**config.mk**
```make
export PLATFORM = sky130hd
export DESIGN_NAME = vga_timing_ctrl
export DESIGN_NICKNAME = d
export VERILOG_FILES = /design/src/rtl/vga_timing_ctrl.sv
export SDC_FILE = /design/constraint.sdc
export NUM_CORES = 1
export LEC_CHECK = 0
export ABC_CLOCK_PERIOD_IN_PS = 1780
export CORE_MARGIN = 1
export CORE_UTILIZATION = 50
export CTS_BUF_LIST = sky130_fd_sc_hd__clkbuf_4 sky130_fd_sc_hd__clkbuf_8
export DETAILED_ROUTE_END_ITERATION = 7
export DONT_BUFFER_PORTS = 1
export PLACE_DENSITY = 0.7
export SYNTH_ARGS = -nofsm -noshare
export SYNTH_HDL_FRONTEND = slang
export SYNTH_SLANG_ARGS = --single-unit
```
**constraint.sdc**
```tcl
create_clock -name iVGA_CLK -period 1.78 [get_ports iVGA_CLK]
set_input_delay 0.356 -clock iVGA_CLK [delete_from_list [all_inputs] [get_ports iVGA_CLK]]
set_output_delay 0.356 -clock iVGA_CLK [all_outputs]
set_load 0.03 [all_outputs]
```
**src/rtl/vga_timing_ctrl.sv**
```systemverilog
// VGA scan timing generator: h/v counters, coordinate bus, and a pin stage whose sync and
// blanking are delayed to line up with colour returned by the display logic.
module vga_timing_ctrl #(
  parameter int unsigned H_VISIBLE   = 640,
  parameter int unsigned H_FRONT     = 16,
  parameter int unsigned H_SYNC      = 96,
  parameter int unsigned H_BACK      = 48,
  parameter int unsigned V_VISIBLE   = 480,
  parameter int unsigned V_FRONT     = 10,
  parameter int unsigned V_SYNC      = 2,
  parameter int unsigned V_BACK      = 33,
  parameter bit          SYNC_POL    = 1'b0,
  parameter int unsigned PIX_LATENCY = 1
) (
  input  logic       iVGA_CLK,
  input  logic       iRST,
  input  logic [3:0] iRed,
  input  logic [3:0] iGreen,
  input  logic [3:0] iBlue,
  output logic [9:0] oVGA_X,
  output logic [9:0] oVGA_Y,
  output logic       oActive,
  output logic       oFrame_start,
  output logic [3:0] oVGA_R,
  output logic [3:0] oVGA_G,
  output logic [3:0] oVGA_B,
  output logic       oVGA_HS,
  output logic       oVGA_VS
);

  localparam int unsigned H_TOTAL = H_VISIBLE + H_FRONT + H_SYNC + H_BACK;
  localparam int unsigned V_TOTAL = V_VISIBLE + V_FRONT + V_SYNC + V_BACK;

  localparam logic [9:0]  HLast    = 10'(H_TOTAL - 1);
  localparam logic [9:0]  VLast    = 10'(V_TOTAL - 1);
  // 11-bit bounds so a 1024-count total still compares correctly
  localparam logic [10:0] HActEnd  = 11'(H_VISIBLE);
  localparam logic [10:0] HSyncBeg = 11'(H_VISIBLE + H_FRONT);
  localparam logic [10:0] HSyncEnd = 11'(H_VISIBLE + H_FRONT + H_SYNC);
  localparam logic [10:0] VActEnd  = 11'(V_VISIBLE);
  localparam logic [10:0] VSyncBeg = 11'(V_VISIBLE + V_FRONT);
  localparam logic [10:0] VSyncEnd = 11'(V_VISIBLE + V_FRONT + V_SYNC);

  logic [9:0]  hCnt, vCnt;
  logic [10:0] hCntExt, vCntExt;
  logic        hsRaw, vsRaw;
  logic [2:0]  rawBus, dlyBus;  // {active, hs, vs}
  logic        activeD, hsD, vsD;

  always_ff @(posedge iVGA_CLK or posedge iRST) begin
    if (iRST) begin
      hCnt <= '0;
      vCnt <= '0;
    end else if (hCnt == HLast) begin
      hCnt <= '0;
      vCnt <= (vCnt == VLast) ? '0 : vCnt + 10'd1;
    end else begin
      hCnt <= hCnt + 10'd1;
    end
  end

  assign hCntExt = {1'b0, hCnt};
  assign vCntExt = {1'b0, vCnt};

  assign oActive = (hCntExt < HActEnd) && (vCntExt < VActEnd);
  assign oVGA_X  = oActive ? hCnt : '0;
  assign oVGA_Y  = oActive ? vCnt : '0;

  assign hsRaw  = (hCntExt >= HSyncBeg) && (hCntExt < HSyncEnd);
  assign vsRaw  = (vCntExt >= VSyncBeg) && (vCntExt < VSyncEnd);
  assign rawBus = {oActive, hsRaw, vsRaw};

  // Matches the display logic's colour latency so sync/blank stay aligned with colour.
  generate
    if (PIX_LATENCY == 0) begin : gNoDly
      assign dlyBus = rawBus;
    end else begin : gDly
      logic [2:0] stageQ [PIX_LATENCY];

      always_ff @(posedge iVGA_CLK or posedge iRST) begin
        if (iRST) begin
          for (int i = 0; i < int'(PIX_LATENCY); i++) stageQ[i] <= '0;
        end else begin
          stageQ[0] <= rawBus;
          for (int i = 1; i < int'(PIX_LATENCY); i++) stageQ[i] <= stageQ[i-1];
        end
      end

      assign dlyBus = stageQ[PIX_LATENCY-1];
    end
  endgenerate

  assign {activeD, hsD, vsD} = dlyBus;

  always_ff @(posedge iVGA_CLK or posedge iRST) begin
    if (iRST) begin
      oVGA_R       <= '0;
      oVGA_G       <= '0;
      oVGA_B       <= '0;
      oVGA_HS      <= ~SYNC_POL;
      oVGA_VS      <= ~SYNC_POL;
      oFrame_start <= 1'b0;
    end else begin
      oVGA_R       <= activeD ? iRed   : '0;
      oVGA_G       <= activeD ? iGreen : '0;
      oVGA_B       <= activeD ? iBlue  : '0;
      oVGA_HS      <= hsD ^ ~SYNC_POL;
      oVGA_VS      <= vsD ^ ~SYNC_POL;
      oFrame_start <= (hCnt == '0) && (vCnt == '0);
    end
  end

endmodule

```
==> impl_results.rst, run 1 <==
.. list-table::
   :header-rows: 1

   * - Metric
     - Value
   * - Outcome
     - complete, but fails checks
   * - Total placed cells including tap cells
     - between 200 and 250
   * - Data required time of the worst path
     - 1420 ps
   * - Final net count
     - 216
   * - Post-route worst hold slack
     - about 190 ps
   * - Unique cell type count in the Yosys netlist
     - 45
   * - Violations in the final reports
     - setup timing
   * - Number of enable flip-flop cells after synthesis
     - 0
   * - Maximum clock path buffer count
     - 2
   * - Max incr delay on CP
     - roughly 400 ps
   * - Share of synthesized flip-flops with an asynchronous set or reset
     - 100%
   * - Number of maximum-capacitance constraint violations
     - 0
   * - CTS Root Cell
     - sky130_fd_sc_hd__clkbuf_8
   * - Number of synthesis warnings
     - 0
   * - Placer congestion estimate
     - 0.948
   * - CTS H-tree lvls
     - 2
   * - Relative area change from synthesis to final layout
     - 28.1%
   * - First-iteration detailed-routing DRC count
     - 94
   * - Critical path data arrival time
     - 1590 ps
   * - Clock tree from TritonCTS
     - done
   * - Power Dens Cells
     - 765 mW/mm²
   * - Max frequency
     - around 520 MHz
   * - Flops & latches, synth
     - 38
   * - Port Buf Inserts
     - 0
   * - Worst-path clk slew
     - ~80 ps
   * - Critical Path Start Type
     - register
   * - Starting utilization of the core area
     - 54.0%
   * - Peak supply drop
     - 435 µV
   * - Vias per std cell
     - roughly 5.6
   * - Instance area after placement
     - between 0.002 and 0.0025 mm²
   * - Buffers plus inverters on the worst setup path
     - 2
   * - IO Count
     - 50
   * - Clock skew after layout
     - 5.96 ps
   * - Mapped Nets
     - 190
   * - Post-route design area
     - around 0.0024 mm²
   * - Total count of hold-check failures in the final report
     - 0
   * - Sink Count
     - 38
   * - Post-Layout Cell Count
     - approximately 250
   * - Total iterations of the first detailed-routing run
     - 4
   * - Leading cell types in the layout, fill and taps excluded
     - 35 x sky130_fd_sc_hd__dfrtp_1, 16 x sky130_fd_sc_hd__buf_4, 15 x sky130_fd_sc_hd__and2_4
   * - Class of the worst hold path
     - in2reg
   * - Proportion of synthesized chip area in sequential cells
     - 51.3%
   * - Worst setup path category
     - reg2out
   * - Worst-path cell with the longest stage delay
     - sky130_fd_sc_hd__dfrtp_1
   * - Post-detailed-route wirelength per cell
     - between 15 and 20 µm
   * - Gr usage total
     - 21.6%
   * - Total grt overflow
     - 0
   * - Final routed DRC violation total
     - 0
   * - Placed wire-length estimate after detailed placement
     - 2730 µm
   * - Antenna violations before repair
     - 0
   * - Static power due to leakage
     - between 1 and 1.5 nW
   * - Die Y
     - 63.0 µm
   * - Global-route wire length before repair
     - 6540 µm
   * - Critical Path Fanout Max
     - 8
   * - Critical-path cell list
     - o21a_4 -> nor3_4 -> buf_6 -> buf_16 -> and2_4
   * - Fin Setup TNS
     - -1980 ps
   * - Final critical delay including setup and external delays
     - 1940 ps
   * - Cells after synthesis
     - 172
   * - Setup repair after global routing missed its margin
     - yes
   * - Post-layout worst setup margin
     - -161 ps
   * - Die area
     - 0.00396 mm²
   * - Antenna diodes
     - 0
   * - Finish-stage setup viols
     - 19
   * - Post-route clock period utilization
     - 109%
   * - Share of layout cells above drive strength 1
     - 36.2%
   * - Pins Over Slew Limit
     - 0
   * - Clock buffer count from CTS
     - 5
   * - Netlist Area Pre-Place
     - 0.00186 mm²
   * - Layout Utilization
     - 69.1%
   * - Post-detailed-routing wire length
     - 3940 µm
   * - Nature of the critical path endpoint
     - output pin
   * - Prevailing post-synth register cell
     - sky130_fd_sc_hd__dfrtp_1
   * - Fillcell total
     - 242
   * - Setup slack after placement
     - 63.4 ps
   * - Synthesized area divided by synthesized cell count
     - approximately 11 µm²
   * - Maximum number of pins on one net before global-route repair
     - 38
   * - Most common cell after layout, fill and taps aside
     - sky130_fd_sc_hd__dfrtp_1
   * - Power after layout
     - 1.82 mW
   * - Count of nets left with antenna violations after detail routing
     - 0
   * - Critical path's top delay family
     - simple AND/OR/NAND/NOR gates
   * - Vias after detailed routing
     - 1381
   * - Clock insertion delay at the later pin of the skew report
     - ~300 ps
   * - Core area
     - 0.00344 mm²
   * - Via count of the first global-routing pass
     - 1416
   * - Width of the die
     - between 60 and 70 µm
   * - Placement Rows
     - 21
[synthesized netlist by cell type, drive strengths merged (2+ instances only)]
cell / count / share of area (%)
a21o: 2 / 0.81
a21oi: 3 / 0.81
a31oi: 2 / 0.67
and2: 28 / 9.5
and3: 5 / 2.0
and4: 2 / 1.1
buf: 8 / 3.4
clkbuf: 3 / 0.67
dfrtp: 36 / 48
dfstp: 2 / 2.8
ha: 4 / 2.7
inv: 7 / 1.4
mux2i: 2 / 1.1
nand2: 7 / 1.4
nand2b: 2 / 0.67
nand3: 9 / 2.4
nand4: 6 / 2.4
nor2: 6 / 1.6
nor3: 5 / 2.0
nor4: 8 / 3.5
o21a: 2 / 0.81
o21ai: 4 / 1.1
xnor2: 5 / 2.4
xor2: 4 / 1.9
[final timing paths]
path                            from         to  slack (ps)  cells past startpoint
min in group asynchronous       iRST    oVGA_VS         520                      2
min                          iRed[1]  oVGA_R[1]         190                      1
max                          hCnt[8]  oVGA_Y[4]        -160                      5
max in group asynchronous       iRST    oVGA_HS         780                      3
min reg2reg                dlyBus[0]    oVGA_VS         360                      1
max reg2reg                  hCnt[0]    vCnt[4]          80                      5
[routing by layer]
metal | up-vias | GRT usage, % | share of wire (%)
li1 | 637 | - | -
met1 | 678 | 26.3 | 43
met2 | 56 | 35.6 | 48
met3 | 10 | 5.47 | 6.9
met4 | 0 | 9.88 | 2.2
met5 | - | 0 | 0
[where the power goes]
group	switching, mW	total [mW]	internal, mW	leakage (nW)
clock network	0.316	0.877	0.561	0.0683
logic	0.0218	0.0319	0.0101	0.544
registers	0.0342	0.911	0.876	0.475
[final cells by class]
cell class / instances / area (µm²) / area share, %
Clock buffer: 5 / 68.8 / 2.89
Clock inverter: 3 / 68.8 / 2.89
Inverter: 7 / 26.3 / 1.10
Multi-Input combinational cell: 116 / 903 / 38.0
Sequential cell: 38 / 955 / 40.1
Tap cell: 46 / 57.6 / 2.42
Timing Repair Buffer: 30 / 300 / 12.6
[timing repair]
action | CTS | global route
pin swaps | 1 | 7
buffers inserted | 3 | 3
hold buffers | 1 | 0
setup endpoints to repair | 20 | 23
resized for setup | 29 | 13
endpoints found under the hold margin | 1 | 0
cloned | 1 | 0
[logic make-up (layout without fill, tap and decap cells)]
logic type | after synthesis | after routing | share of synthesized area (%)
flops | 38 | 38 | 51.3
mux | 3 | 3 | 1.89
buf+inv | 18 | 45 | 5.45
simple gates | 83 | 83 | 28.9
other cells | 1 | 1 | 0.202
fa+ha+maj | 4 | 4 | 2.69
xor+xnor | 9 | 9 | 4.24
compound gates | 16 | 16 | 5.32
[registers in the layout, summed over array words and instances, names as in the netlist]
register,count
vCnt,10
oVGA_B,4
oVGA_HS,1
oVGA_R,4
hCnt,10
oVGA_VS,1
oVGA_G,4
oFrame_start,1
dlyBus,3
No activity file was read; power rests on OpenSTA's default activity.
==> run 2: changes to the inputs <==
--- a/config.mk
+++ b/config.mk
@@ -5,6 +5,7 @@
 export SDC_FILE = /design/constraint.sdc
 export NUM_CORES = 1
 export LEC_CHECK = 0
+export ABC_AREA = 1
 export ABC_CLOCK_PERIOD_IN_PS = 1780
 export CORE_MARGIN = 1
 export CORE_UTILIZATION = 50
==> run 2 against run 1 <==
Against the previous run:
- the run still ends with setup timing left
- worst setup slack improved by 99 ps
- critical path type unchanged
- power rose by 0.41%
- critical endpoint is now oVGA_Y[1]
- wire length rose by 8.2%
- first-iteration DRC count rose by 63%
==> impl_results.rst, run 2 <==
.. list-table::
   :header-rows: 1

   * - Metric
     - Value
   * - Finish-stage setup viols
     - 20 (was 19)
   * - Setup slack after placement
     - 202 ps (was 63.4 ps)
   * - Via count of the first global-routing pass
     - 1551 (was 1416)
   * - Power after layout
     - 1.83 mW (was 1.82 mW)
   * - Worst-path cell with the longest stage delay
     - sky130_fd_sc_hd__dfrtp_1 (unchanged)
   * - Number of synthesis warnings
     - 0 (unchanged)
   * - Registers with the most flip-flops
     - hCnt: 10 flops, vCnt: 10 flops (unchanged)
   * - Gr usage total
     - 23.0% (was 21.6%)
   * - Width of the die
     - 63.8 µm (was 63.0 µm)
   * - Maximum number of pins on one net before global-route repair
     - 39 (was 38)
   * - Number of maximum-capacitance constraint violations
     - 0 (unchanged)
   * - Pins Over Slew Limit
     - 0 (unchanged)
   * - Origin of the worst setup path
     - hCnt[8] (unchanged)
   * - Global-route wire length before repair
     - 7230 µm (was 6540 µm)
   * - Post-route design area
     - 0.00254 mm² (was 0.00238 mm²)
   * - Placer congestion estimate
     - 0.837 (was 0.948)
   * - Placement Rows
     - 22 (was 21)
   * - CTS H-tree lvls
     - 2 (unchanged)
   * - Die area
     - 0.00407 mm² (was 0.00396 mm²)
   * - Layout Utilization
     - 69.4% (was 69.1%)
   * - R2r worst-path depth
     - 7 (was 5)
   * - Clock tree from TritonCTS
     - done (unchanged)
   * - Clock skew after layout
     - 9.53 ps (was 5.96 ps)
   * - Post-layout worst setup margin
     - -62.5 ps (was -161 ps)
   * - Synthesized area divided by synthesized cell count
     - 7.79 µm² (was 10.8 µm²)
   * - Quantity of hold-fixing buffers added after cts
     - 0 (was 1)
   * - Clock buffer count from CTS
     - 5 (unchanged)
   * - Total iterations of the first detailed-routing run
     - 4 (unchanged)
   * - Relative area change from synthesis to final layout
     - 33.1% (was 28.1%)
   * - Cells after synthesis
     - 245 (was 172)
   * - Nature of the critical path endpoint
     - output pin (unchanged)
   * - Peak supply drop
     - 413 µV (was 435 µV)
   * - Antenna violations before repair
     - 0 (unchanged)
   * - Cell type contributing the most total cell area after synthesis
     - sky130_fd_sc_hd__dfrtp_1 (unchanged)
   * - Outcome
     - complete, but fails checks (unchanged)
   * - Fillcell total
     - 283 (was 242)
   * - Area of combinational cells with multiple inputs
     - 860 µm² (was 903 µm²)
   * - Post-detailed-routing wire length
     - 4260 µm (was 3940 µm)
   * - Die Y
     - 63.8 µm (was 63.0 µm)
   * - Core area
     - 0.00366 mm² (was 0.00344 mm²)
   * - Most common cell after layout, fill and taps aside
     - sky130_fd_sc_hd__inv_1 (was sky130_fd_sc_hd__dfrtp_1)
   * - Static power due to leakage
     - 1.26 nW (was 1.09 nW)
   * - Total count of hold-check failures in the final report
     - 0 (unchanged)
   * - Worst R2R Start
     - vCnt[0] (was hCnt[0])
   * - Mapped Nets
     - 263 (was 190)
   * - Critical-path cell list
     - a21oi_2 -> nand3_4 -> buf_8 -> nor2_2 -> buf_6 (was o21a_4 -> nor3_4 -> buf_6 -> buf_16 -> and2_4)
   * - Worst setup path category
     - reg2out (unchanged)
   * - Power Dens Cells
     - 719 mW/mm² (was 765 mW/mm²)
   * - Final critical delay including setup and external delays
     - 1840 ps (was 1940 ps)
   * - Post-route clock period utilization
     - 104% (was 109%)
   * - Largest cells by area after synthesis
     - sky130_fd_sc_hd__dfrtp_1 47%, sky130_fd_sc_hd__inv_1 10%, sky130_fd_sc_hd__nand2_1 9.6% (was sky130_fd_sc_hd__dfrtp_1 48%, sky130_fd_sc_hd__and2_1 9.1%, sky130_fd_sc_hd__dfstp_2 2.8%)
   * - Count of nets left with antenna violations after detail routing
     - 0 (unchanged)
   * - First-iteration detailed-routing DRC count
     - 153 (was 94)
   * - Antenna diodes
     - 0 (unchanged)
   * - Max frequency
     - 543 MHz (was 515 MHz)
   * - Proportion of synthesized chip area in sequential cells
     - 50.0% (was 51.3%)
   * - Post-Layout Cell Count
     - 327 (was 245)
   * - Unique cell type count in the Yosys netlist
     - 23 (was 45)
   * - Data required time of the worst path
     - 1420 ps (about the same)
   * - Leading cell type by number of instances after synthesis
     - sky130_fd_sc_hd__inv_1 (was sky130_fd_sc_hd__dfrtp_1)
   * - Maximum clock path buffer count
     - 2 (unchanged)
   * - Post-detailed-route wirelength per cell
     - 13.0 µm (was 16.1 µm)
   * - Netlist Area Pre-Place
     - 0.00191 mm² (was 0.00186 mm²)
   * - Setup repair after global routing missed its margin
     - yes (unchanged)
   * - Vias per std cell
     - 5.02 (was 5.64)
   * - Max incr delay on CP
     - 430 ps (was 390 ps)
   * - Worst-path clk slew
     - 80 ps (about the same)
   * - IO Count
     - 50 (unchanged)
   * - Critical Path Start Type
     - register (unchanged)
   * - Placed wire-length estimate after detailed placement
     - 2830 µm (was 2730 µm)
   * - Final net count
     - 296 (was 216)
   * - Number of enable flip-flop cells after synthesis
     - 0 (unchanged)
   * - Port Buf Inserts
     - 0 (unchanged)
   * - Critical path data arrival time
     - 1490 ps (was 1590 ps)
   * - Final routed DRC violation total
     - 0 (unchanged)
   * - Prevailing post-synth register cell
     - sky130_fd_sc_hd__dfrtp_1 (unchanged)
   * - Sink Count
     - 38 (unchanged)
   * - Synth top cells by count
     - 52 x sky130_fd_sc_hd__inv_1, 49 x sky130_fd_sc_hd__nand2_1, 41 x sky130_fd_sc_hd__nor2_1 (was 36 x sky130_fd_sc_hd__dfrtp_1, 27 x sky130_fd_sc_hd__and2_1, 9 x sky130_fd_sc_hd__nand3_1)
   * - Clock insertion delay at the later pin of the skew report
     - 300 ps (about the same)
   * - Violations in the final reports
     - setup timing (unchanged)
   * - CTS Root Cell
     - sky130_fd_sc_hd__clkbuf_8 (unchanged)
   * - Class of the worst hold path
     - in2async (was in2reg)
   * - Share of synthesized flip-flops with an asynchronous set or reset
     - 100% (unchanged)
   * - Total grt overflow
     - 0 (unchanged)
   * - Seq. cell area
     - 955 µm² (unchanged)
   * - Total placed cells including tap cells
     - 313 (was 230)
   * - Share of layout cells above drive strength 1
     - 26.9% (was 36.2%)
   * - Area share of the largest cell type after synthesis
     - 47.2% (was 48.5%)
   * - Leading cell types in the layout, fill and taps excluded
     - 49 x sky130_fd_sc_hd__inv_1, 48 x sky130_fd_sc_hd__nand2_1, 35 x sky130_fd_sc_hd__dfrtp_1 (was 35 x sky130_fd_sc_hd__dfrtp_1, 16 x sky130_fd_sc_hd__buf_4, 15 x sky130_fd_sc_hd__and2_4)
   * - Vias after detailed routing
     - 1640 (was 1381)
   * - Critical Path Fanout Max
     - 6 (was 8)
   * - Starting utilization of the core area
     - 52.1% (was 54.0%)
   * - Flops & latches, synth
     - 38 (unchanged)
   * - Instance area after placement
     - 0.00212 mm² (was 0.00204 mm²)
==> run 2: changes by cell type in the layout (fill, tap and decap cells not counted), moves of 8 or more <==
cell / change
sky130_fd_sc_hd__and2_4: -15
sky130_fd_sc_hd__nor2_4: +15
sky130_fd_sc_hd__nor2_1: +18
sky130_fd_sc_hd__and2_1: -13
sky130_fd_sc_hd__nand2_1: +41
sky130_fd_sc_hd__buf_6: +11
sky130_fd_sc_hd__buf_4: -8
sky130_fd_sc_hd__inv_1: +42
==> run 2: cell families (layout without fill, tap and decap cells) <==
group / Yosys count / count (layout) / share of synthesized area, %
AND/OR/NAND/NOR: 122 / 122 / 28.1
buffers and inverters: 58 / 92 / 12.3
flip-flops: 38 / 38 / 50.0
AO/OA/AOI/OAI: 17 / 17 / 4.59
XOR/XNOR: 5 / 5 / 2.29
adder cells (fa/ha/maj): 4 / 4 / 2.62
other: 1 / 1 / 0.197
==> run 2: worst paths after layout <==
check                             to  slack [ps]
setup / recovery           oVGA_Y[1]         -60
setup reg to reg             vCnt[1]         240
min in group iVGA_CLK      oVGA_G[0]         160
hold / removal               hCnt[1]          60
max in group asynchronous    oVGA_HS        1370
hold reg to reg              oVGA_VS         360
==> run 2: what timing repair did <==
item / 4_1_cts / 5_1_grt
endpoints found under the hold margin: 0 / 0
gates resized for setup: 59 / 8
setup buffers: 5 / 1
setup endpoints to repair: 18 / 20
pin swaps: 3 / 2
==> run 2: per-layer routing <==
layer / GRT usage [%] / vias to the layer above / part of all wire [%]
met5: 0 / - / 0
met4: 6.25 / 0 / 1.1
met3: 6.61 / 6 / 7.0
met2: 35.8 / 74 / 48
met1: 31.3 / 758 / 44
li1: - / 802 / -
==> run 2: area by class of cell <==
| cell class | count | area share, % |
|---|---|---|
| Timing Repair Buffer | 31 | 12.9 |
| Clock inverter | 3 | 2.71 |
| Tap cell | 48 | 2.36 |
| Multi-Input combinational cell | 149 | 33.8 |
| Inverter | 53 | 7.93 |
| Clock buffer | 5 | 2.71 |
| Sequential cell | 38 | 37.6 |
==> run 2: where the power goes <==
| group | switching (mW) | internal [mW] | total, mW |
|---|---|---|---|
| combinational | 0.0257 | 0.00680 | 0.0325 |
| sequential | 0.0340 | 0.876 | 0.910 |
| clock | 0.323 | 0.561 | 0.884 |
| total | 0.382 | 1.44 | 1.83 |
==> run 2: stage by stage <==
step           setup TNS, ps  hold slack [ps]
2_1_floorplan              0              337
3_3_place_gp               0              338
3_5_place_dp               0              340
4_1_cts                 -729             71.6
5_1_grt                -2580              116
6_report                -954             59.1
==> run 2: critical path, delay by kind of cell (launching register included) <==
| family | cells | cell delay (ps) |
|---|---|---|
| DFF | 1 | 430 |
| and+or+nand+nor | 2 | 240 |
| buffers and inverters | 2 | 310 |
| AOI/OAI and AO/OA | 1 | 200 |
==> run 3: changes to the inputs <==
--- a/config.mk
+++ b/config.mk
@@ -6,13 +6,13 @@
 export NUM_CORES = 1
 export LEC_CHECK = 0
 export ABC_AREA = 1
-export ABC_CLOCK_PERIOD_IN_PS = 1780
+export ABC_CLOCK_PERIOD_IN_PS = 1600
 export CORE_MARGIN = 1
 export CORE_UTILIZATION = 50
 export CTS_BUF_LIST = sky130_fd_sc_hd__clkbuf_4 sky130_fd_sc_hd__clkbuf_8
 export DETAILED_ROUTE_END_ITERATION = 7
 export DONT_BUFFER_PORTS = 1
-export PLACE_DENSITY = 0.7
+export PLACE_DENSITY = 0.73
 export SYNTH_ARGS = -nofsm -noshare
 export SYNTH_HDL_FRONTEND = slang
 export SYNTH_SLANG_ARGS = --single-unit
==> constraint.sdc (replaced) <==
create_clock -name iVGA_CLK -period 1.6 [get_ports iVGA_CLK]
set_input_delay 0.32 -clock iVGA_CLK [delete_from_list [all_inputs] [get_ports iVGA_CLK]]
set_output_delay 0.32 -clock iVGA_CLK [all_outputs]
set_load 0.03 [all_outputs]
==> run 3 against run 2 <==
Against the previous run:
- the flow still finishes with violations (setup timing)
- clock power down 22%
- sequential share of layout area down 0.25 points
- core utilization up 0.38 points
- combinational power up 9.2%
- critical path type unchanged
==> impl_results.rst, run 3 (synthesis results as in run 2) <==
.. list-table::
   :header-rows: 1

   * - Metric
     - Value
   * - Total count of hold-check failures in the final report
     - 0 (unchanged)
   * - Clock tree from TritonCTS
     - done (unchanged)
   * - Post-route clock period utilization
     - 112%
   * - Global-route wire length before repair
     - 7050 µm (was 7230 µm)
   * - Final critical delay including setup and external delays
     - 1790 ps
   * - Core area
     - 0.00366 mm² (unchanged)
   * - Width of the die
     - 63.8 µm (unchanged)
   * - Via count of the first global-routing pass
     - 1563 (was 1551)
   * - IO Count
     - 50 (unchanged)
   * - Die area
     - 0.00407 mm² (unchanged)
   * - Clk pwr share
     - 39.7% (was 48.4%)
   * - Critical Path Fanout Max
     - 6 (unchanged)
   * - Internal power
     - 1.33 mW (was 1.44 mW)
   * - Max frequency
     - 560 MHz
   * - Worst-path clk slew
     - 80 ps (about the same)
   * - Finish-stage setup viols
     - 20 (unchanged)
   * - First-iteration detailed-routing DRC count
     - 101 (was 153)
   * - Post-layout worst setup margin
     - -186 ps (was -62.5 ps)
   * - Vias per std cell
     - 5.03 (was 5.02)
   * - Area of combinational cells with multiple inputs
     - 870 µm² (was 860 µm²)
   * - Critical Path Start Type
     - register (unchanged)
   * - Antenna diodes
     - 0 (unchanged)
   * - Met2 wirelength from detailed routing
     - 2210 µm (was 2030 µm)
   * - Quantity of hold-fixing buffers added after cts
     - 0 (unchanged)
   * - Static power due to leakage
     - 1.28 nW (was 1.26 nW)
   * - Final routed DRC violation total
     - 0 (unchanged)
   * - Pins Over Slew Limit
     - 0 (unchanged)
   * - Leading cell types in the layout, fill and taps excluded
     - 48 x sky130_fd_sc_hd__nand2_1, 47 x sky130_fd_sc_hd__inv_1, 36 x sky130_fd_sc_hd__dfrtp_1 (was 49 x sky130_fd_sc_hd__inv_1, 48 x sky130_fd_sc_hd__nand2_1, 35 x sky130_fd_sc_hd__dfrtp_1)
   * - Class of the worst hold path
     - in2async (unchanged)
   * - CTS Root Cell
     - sky130_fd_sc_hd__clkbuf_8 (unchanged)
   * - Outcome
     - complete, but fails checks (unchanged)
   * - Setup repair after global routing missed its margin
     - yes (unchanged)
   * - Final net count
     - 301 (was 296)
   * - Placed wire-length estimate after detailed placement
     - 2940 µm (was 2830 µm)
   * - Post-detailed-routing wire length
     - 4350 µm (was 4260 µm)
   * - Total iterations of the first detailed-routing run
     - 4 (unchanged)
   * - Count of nets left with antenna violations after detail routing
     - 0 (unchanged)
   * - Antenna violations before repair
     - 0 (unchanged)
   * - Nature of the critical path endpoint
     - output pin (unchanged)
   * - Gr usage total
     - 23.2% (was 23.0%)
   * - Setup slack after placement
     - 31.1 ps (was 202 ps)
   * - Starting utilization of the core area
     - 52.1% (unchanged)
   * - Routed length on met1
     - 1730 µm (was 1880 µm)
   * - Critical path data arrival time
     - 1470 ps (was 1490 ps)
   * - Vias after detailed routing
     - 1670 (was 1640)
   * - Switching Fraction
     - 23.6% (was 20.9%)
   * - Total grt overflow
     - 0 (unchanged)
   * - CTS H-tree lvls
     - 2 (unchanged)
   * - Maximum number of pins on one net before global-route repair
     - 39 (unchanged)
   * - Detailed-routed wire length on met3
     - 352 µm (was 300 µm)
   * - Fillcell total
     - 276 (was 283)
   * - Number of maximum-capacitance constraint violations
     - 0 (unchanged)
   * - Post-detailed-route wirelength per cell
     - 13.1 µm (was 13.0 µm)
   * - Clock buffer count from CTS
     - 5 (unchanged)
   * - Seq. cell area
     - 953 µm² (was 955 µm²)
   * - Share of layout cells above drive strength 1
     - 28.5% (was 26.9%)
   * - Port Buf Inserts
     - 0 (unchanged)
   * - Clock skew after layout
     - 6.25 ps (was 9.53 ps)
   * - Total placed cells including tap cells
     - 319 (was 313)
   * - Placement Rows
     - 22 (unchanged)
   * - Most common cell after layout, fill and taps aside
     - sky130_fd_sc_hd__nand2_1 (was sky130_fd_sc_hd__inv_1)
   * - Switching component of the power
     - 410 µW (was 382 µW)
   * - Post-route design area
     - 0.00255 mm² (was 0.00254 mm²)
   * - Peak supply drop
     - 380 µV (was 413 µV)
   * - Registers with the most flip-flops
     - hCnt: 10 flops, vCnt: 10 flops (unchanged)
   * - Sink Count
     - 38 (unchanged)
   * - Violations in the final reports
     - setup timing (unchanged)
   * - Placer congestion estimate
     - 0.896 (was 0.837)
   * - Data required time of the worst path
     - 1280 ps (was 1420 ps)
   * - Part of the total power dissipated in sequential elements
     - 58.2% (was 49.8%)
   * - Relative area change from synthesis to final layout
     - 33.8% (was 33.1%)
   * - Post-Layout Cell Count
     - 332 (was 327)
   * - Instance area after placement
     - 0.00217 mm² (was 0.00212 mm²)
   * - Maximum clock path buffer count
     - 2 (unchanged)
   * - Worst setup path category
     - reg2out (unchanged)
   * - Power Dens Cells
     - 681 mW/mm² (was 719 mW/mm²)
   * - Power after layout
     - 1.74 mW (was 1.83 mW)
   * - Die Y
     - 63.8 µm (unchanged)
   * - Highest routed layer
     - met4 (unchanged)
   * - Clock insertion delay at the later pin of the skew report
     - 290 ps (was 300 ps)
   * - Relative contribution of combinational cells to total power
     - 2.0% (was 1.8%)
## run 3: final cells by class
type                       count  area share (%)
tap                           48            2.35
multi-input combinational    149            34.1
timing repair buffer          36            14.6
clock inverter                 2           0.490
inverter                      53            7.89
clock buffer                   6            3.23
sequential                    38            37.3
## run 3: critical path: stages, from the launching register on
cell,delay [ps]
sky130_fd_sc_hd__dfrtp_1,430
sky130_fd_sc_hd__a21oi_2,180
sky130_fd_sc_hd__nand3_4,150
sky130_fd_sc_hd__buf_6,170
sky130_fd_sc_hd__nor2_1,80
sky130_fd_sc_hd__buf_4,160
## run 3: path summary, 6_finish.rpt
path / from / cells past startpoint / endpoint / slack, ps
max: hCnt[9] / 5 / oVGA_X[1] / -190
min: iRST / 2 / vCnt[8] / 20
max reg2reg: vCnt[0] / 7 / vCnt[0] / 130
min reg2reg: dlyBus[1] / 1 / oVGA_HS / 360
max in group asynchronous: iRST / 2 / oVGA_HS / 1230
min in group iVGA_CLK: iGreen[2] / 2 / oVGA_G[2] / 130
## run 3: metrics by stage
| step | TNS (ps) | hold WS, ps | util, % |
|---|---|---|---|
| 6_report | -3270 | 16.2 | 69.8 |
| 5_1_grt | -4680 | 67.5 | 69.8 |
| 4_1_cts | -3340 | 36.1 | 67.8 |
| 3_5_place_dp | 0 | 347 | 59.2 |
| 3_3_place_gp | 0 | 340 | 59.2 |
| 2_1_floorplan | -638 | 337 | - |
## run 3: per-layer routing
metal | vias to the layer above | GRT usage [%]
met5 | - | 0
met2 | 77 | 37.6
met4 | 0 | 9.94
met1 | 770 | 28.2
met3 | 8 | 7.50
li1 | 815 | -
## run 3: power by group through the flow
stage               clock [mW]  combinational, mW  sequential, mW
finish                   0.691             0.0355            1.01
floorplan                    0             0.0300            1.03
global route             0.748             0.0440            1.01
detailed placement           0             0.0378            1.03
global placement             0             0.0356            1.03
CTS                      0.702             0.0377            1.01
## run 3: timing repair
item,CTS,global route
endpoints found under the setup margin,20,25
pin swaps,3,4
resized for setup,55,14
buffers inserted,4,1
